<file path="config.mk">
export PLATFORM = sky130hd
export DESIGN_NAME = fact_ctrl
export DESIGN_NICKNAME = d
export VERILOG_FILES = /design/src/rtl/fact_ctrl.sv
export SDC_FILE = /design/constraint.sdc
export NUM_CORES = 1
export LEC_CHECK = 0
export ABC_AREA = 0
export BUFFER_PORTS_ARGS = -buffer_cell sky130_fd_sc_hd__clkbuf_2
export CAP_MARGIN = 10
export CORE_AREA = 2 2 39 41
export CTS_CLUSTER_DIAMETER = 150
export CTS_CLUSTER_SIZE = 10
export DETAILED_ROUTE_END_ITERATION = 16
export DIE_AREA = 0 0 41 43
export PLACE_DENSITY = 0.48
export SLEW_MARGIN = 20
export SYNTH_ARGS = -nofsm -noshare
export SYNTH_HDL_FRONTEND = slang
export SYNTH_SLANG_ARGS = --single-unit
</file>
<file path="constraint.sdc">
create_clock -name clk -period 1 [get_ports clk]
set_input_delay 0.2 -clock clk [delete_from_list [all_inputs] [get_ports clk]]
set_output_delay 0.2 -clock clk [all_outputs]
set_load 0.005 [all_outputs]
</file>
<file path="src/rtl/fact_ctrl.sv">
// Controller for the iterative factorial datapath: sequences counter load/decrement,
// product mux, F register write and output buffer from a level go/done handshake.
module fact_ctrl #(
    parameter int IWIDE = 4,
    parameter int OWIDE = 32,
    parameter int MAX_N = 12
) (
    input  logic             clk,
    input  logic             rst,
    input  logic             go,
    input  logic [IWIDE-1:0] n,
    input  logic             greater,
    output logic             cld,
    output logic             cen,
    output logic             s1,
    output logic             ren,
    output logic             ben,
    output logic             busy,
    output logic             done,
    output logic             err
);

    // Largest k with k! representable in OWIDE bits; guards against a MAX_N
    // that is set larger than the result width can actually hold.
    function automatic int max_fit(input int w);
        logic [127:0] f;
        f = 128'd1;
        for (int k = 1; k <= 33; k++) begin
            f = f * 128'(k);
            if ((f >> w) != 128'd0) return k - 1;
        end
        return 33;
    endfunction

    localparam int          FIT     = max_fit(OWIDE);
    localparam int          LIMIT   = (MAX_N < FIT) ? MAX_N : FIT;
    localparam logic [31:0] LIMIT_U = 32'(LIMIT);

    typedef enum logic [2:0] {
        S_IDLE  = 3'd0,
        S_LOAD  = 3'd1,
        S_CHECK = 3'd2,
        S_MULT  = 3'd3,
        S_DONE  = 3'd4,
        S_ERR   = 3'd5
    } state_e;

    state_e state_q, state_d;
    logic   n_too_big;

    assign n_too_big = 32'(n) > LIMIT_U;

    always_ff @(posedge clk) begin
        if (!rst) state_q <= S_IDLE;
        else      state_q <= state_d;
    end

    always_comb begin
        state_d = state_q;
        case (state_q)
            S_IDLE: begin
                if (go) state_d = n_too_big ? S_ERR : S_LOAD;
            end
            S_LOAD:  state_d = S_CHECK;
            S_CHECK: state_d = greater ? S_MULT : S_DONE;
            S_MULT:  state_d = S_CHECK;
            S_DONE:  if (!go) state_d = S_IDLE;
            S_ERR:   if (!go) state_d = S_IDLE;
            default: state_d = S_IDLE;
        endcase
    end

    // Strobes decode from the registered state only, so go never reaches them combinationally.
    always_comb begin
        cld  = 1'b0;
        cen  = 1'b0;
        s1   = 1'b0;
        ren  = 1'b0;
        ben  = 1'b0;
        busy = 1'b0;
        done = 1'b0;
        err  = 1'b0;
        case (state_q)
            S_LOAD: begin
                cld  = 1'b1;
                ren  = 1'b1;
                busy = 1'b1;
            end
            S_CHECK: busy = 1'b1;
            S_MULT: begin
                s1   = 1'b1;
                ren  = 1'b1;
                cen  = 1'b1;
                busy = 1'b1;
            end
            S_DONE: begin
                ben  = 1'b1;
                done = 1'b1;
            end
            S_ERR:   err = 1'b1;
            default: ;
        endcase
    end

endmodule

</file>
After elaboration in Yosys (flattened, before gate mapping)

Cells that the tools add are included.

$lt $le $gt $ge: 1
Eq/ne operators: 7
Multiplexer cells: 11
Reductions and logical operators: 5

Operator list:

| operator           | count |
|---|---|
| $mux 3             | 4 |
| $pmux 3 s4         | 1 |
| $eq 3x2->1 const B | 2 |
| $eq 3x3->1 const B | 2 |
| $mux 1             | 6 |
| $gt 4x4->1 const B | 1 |
| $ne 2x2->1 const B | 2 |
| $reduce_or 2->1    | 2 |
| $eq 3x1->1 const B | 1 |
| $logic_not 3->1    | 1 |
| $reduce_or 3->1    | 1 |
| $reduce_and 2->1   | 1 |

Register bits after elaboration: 3
Bits of input ports: 8
Output and inout bits: 8
Word-level logic and storage cells: 25

Longest topological paths before layout

Depth in word-level cells: 4
Depth in mapped cells: 3
Mapped depth without buffers: 3

Worst setup path after synthesis

Ideal clock, no wire load.

Path kind: reg2out
From: register state_q[2]
To: output done
Data arrival time: 900 ps
Required time: 800 ps
Path slack: -100 ps
Stages on the path, launching flop included: 4
Path buffers: 1
Path through: dfxtp_1 nor2b_1 nor2b_1 buf_4

Longest elaborated chain between the ends: 2

Ends and longest elaborated chain:

| item                   | line | RTL |
|---|---|---|
| from (decl)            | 48   | `state_e state_q, state_d;` |
| from (signal assigned) | 55   | `else state_q <= state_d;` |
| $eq 3x3->1             | -    |  |
| $mux 1                 | -    |  |
| to (decl)              | 19   | `output logic done,` |

No other way between the ends.

Final worst setup path

From: register state_q[2]
To: output ben

Longest elaborated chain between the ends: 2

Ends and longest elaborated chain:

| item       | line | RTL |
|---|---|---|
| $eq 3x3->1 | 83   | `case (state_q)` |
| $mux 1     | 83   |  |
| to (decl)  | 17   | `output logic ben,` |

No other way between the ends.

==> flow_summary.json <==
{
  "max_flop_register": "state_q",
  "drt_iter0_markers": 2,
  "grt_usage": 0.0803,
  "drive_gt1_frac": 0.761,
  "ir_drop_mv": 0.295,
  "power.internal_w": 0.000359,
  "hold_buffers": 0,
  "clock_latency_ns": 0.23,
  "root_buffer": "clkbuf_4",
  "synth_mux_area_frac": 0.0755,
  "first_global_vias": 236,
  "grt_max_degree": 7,
  "fin_crit_sh": 1.20,
  "arrival_ns": 1.00,
  "via_per_inst": 4.11,
  "period_needed_ns": 1.20,
  "endpoint": "ben",
  "drv_slew": 0,
  "status": "complete, but fails checks",
  "clk_pin_slew_ns": 0.04,
  "power_w": 0.000484,
  "routed_wl_um": 550,
  "cts_sinks": 3,
  "yosys_warnings": 0,
  "netlist_top_cells_area": "dfxtp_1, nor2b_1, buf_4, mux2_4, nor2_1",
  "rows": 14,
  "vias": 255,
  "yosys.area_share.simple": 0.333,
  "worst_setup_path_end_kind": "output pin",
  "die_h_um": 43,
  "ys_seq_area_frac": 0.302,
  "io_buffers": 15,
  "die_x_um": 41,
  "synth-seq-cells": 3,
  "worstSetupStartpoint": "state_q[2]$_SDFFE_PN0P_",
  "grt_pass1_wl_um": 897,
  "syn_area_per_cell_um2": 8.29,
  "combPwrFrac": 0.278,
  "yosysTopAreaCell": "dfxtp_1",
  "synth_compound_area_frac": 0.195,
  "p_leak_nw": 0.198,
  "route.detailed.drc": 0,
  "post-place-ws_ns": -0.0214,
  "synth_top_cell_area_share": 0.302,
  "synthAdderAreaFrac": 0,
  "hp-class": "in2reg",
  "tightest_slew_ns": 0.175,
  "relSlewSlack": 0.883,
  "drtPass1Iterations": 4,
  "place_congestion": 0.697,
  "final_cell_mix": "clkbuf_2, buf_6, nor2b_4, clkbuf_4, buf_4",
  "synth_area_um2": 199,
  "grt-ovfl-total": 0,
  "cts_buffer_depth": 2,
  "r2r_setup_slack_ns": -0.11,
  "final_common_cell": "clkbuf_2",
  "synth_nets": 32,
  "criticalPathCategory": "reg2out",
  "top_regs": "state_q: 3 flops",
  "area_growth_pct": 108,
  "cts_buffers": 3,
  "violations": "setup timing",
  "route.detailed.wl_per_inst_um": 8.87,
  "finClkSkew_ns": 0.00116,
  "power.share.sequential": 0.291,
  "clockPowerShare": 0.432,
  "pwr_density_cell_nw_per_um2": 1170,
  "antenna_found_initial": 0,
  "rsz0062_at_grt": "yes",
  "start_kind": "flip-flop",
  "synth_top_family_by_area": "simple AND/OR/NAND/NOR gates",
  "start_util": 0.144,
  "ctsHtreeMaxLevel": 1,
  "diodes": 0,
  "largest_reg_flops": 3,
  "setup_slack_ns": -0.196,
  "setup_viol": 9,
  "reg2reg_to": "state_q[0]$_SDFFE_PN0P_",
  "drv_cap": 0,
  "finalNetCount": 55,
  "coreArea_um2": 1380,
  "path_max_fanout": 3,
  "crit_required_ns": 0.80,
  "fin_area_um2": 413,
  "max_freq_ghz": 0.836,
  "io-pin-count": 16,
  "hold_viol": 0,
  "synthXorXnorAreaFrac": 0,
  "totalNegativeSetupSlack_ns": -1.28,
  "post-route-util": 0.298,
  "power.switching_w": 0.000126,
  "cts_tree": "built",
  "synthCells": 24,
  "ant_nets": 0,
  "placed_area_um2": 318,
  "timing.rr.start": "state_q[1]$_SDFFE_PN0P_",
  "p_sw_frac": 0.260,
  "yosysUniqueCellTypes": 15,
  "dieArea_um2": 1760,
  "reg2reg_depth": 4
}
## worst min path at each step
stage | to | slack, ns | depth (start not counted) | from
finish | state_q[2]$_SDFFE_PN0P_ | 0.22 | 3 | n[2]
global route | state_q[1]$_SDFFE_PN0P_ | 0.24 | 2 | rst
CTS | state_q[2]$_SDFFE_PN0P_ | 0.21 | 3 | n[2]
detailed placement | state_q[0]$_SDFFE_PN0P_ | 0.45 | 2 | rst
global placement | state_q[0]$_SDFFE_PN0P_ | 0.45 | 2 | rst
floorplan | state_q[0]$_SDFFE_PN0P_ | 0.33 | 1 | rst
## cells in the mapped netlist
master     n
nor3b_1    1
and2_1     1
o2111ai_1  1
inv_1      1
a32oi_1    1
buf_4      2
and2b_2    1
nor2_1     3
o21ai_0    1
dfxtp_1    3
mux2_4     1
nor2b_1    4
and2_2     1
a21oi_1    2
a31oi_1    1
## critical path, cell delays in order, from the launching register on
cell,delay (ns)
dfxtp_4,0.35
nor2b_4,0.16
nor2b_4,0.15
buf_2,0.11
## metal layers
layer | vias to the layer above | global-route usage | wire length [µm]
li1 | 126 | - | -
met1 | 118 | 0.0772 | 202
met2 | 11 | 0.119 | 303
met3 | 0 | 0.0471 | 44
met4 | 0 | 0.0600 | 0
met5 | - | 0 | 0
## cells by family (layout without fill, tap and decap cells)
| group | Yosys count | after routing |
|---|---|---|
| AOI/OAI and AO/OA | 6 | 6 |
| muxes | 1 | 1 |
| buffers and inverters | 3 | 25 |
| and+or+nand+nor | 11 | 11 |
| DFF | 3 | 3 |
## power by group through the flow
stage / clock network, W / logic (W) / registers [W]
CTS: 0.000219 / 0.000121 / 0.000140
detailed placement: 0 / 0.000105 / 0.000140
floorplan: 0 / 0.0000495 / 0.000143
global route: 0.000231 / 0.000150 / 0.000143
global placement: 0 / 0.000105 / 0.000140
finish: 0.000209 / 0.000134 / 0.000141
## metrics by stage
stage | hold WS, ns | std cells
floorplan | 0.328 | 24
global placement | 0.454 | 57
detailed placement | 0.455 | 57
CTS | 0.211 | 62
global route | 0.241 | 62
finish | 0.215 | 62
## layout make-up
class / count / area [µm²]
fill: 158 / 971
multi-input combinational: 18 / 161
timing repair buffer: 20 / 133
sequential: 3 / 68.8
clock buffer: 4 / 26.3
tap: 16 / 20.0
inverter: 1 / 3.75
## repair_timing
action                     4_1_cts  5_1_grt
gates resized for setup          7       12
cloned                           0        0
buffers inserted                 1        0
setup endpoints to repair        9       10
pin swaps                        2        1
No activity file was read; power rests on OpenSTA's default activity.
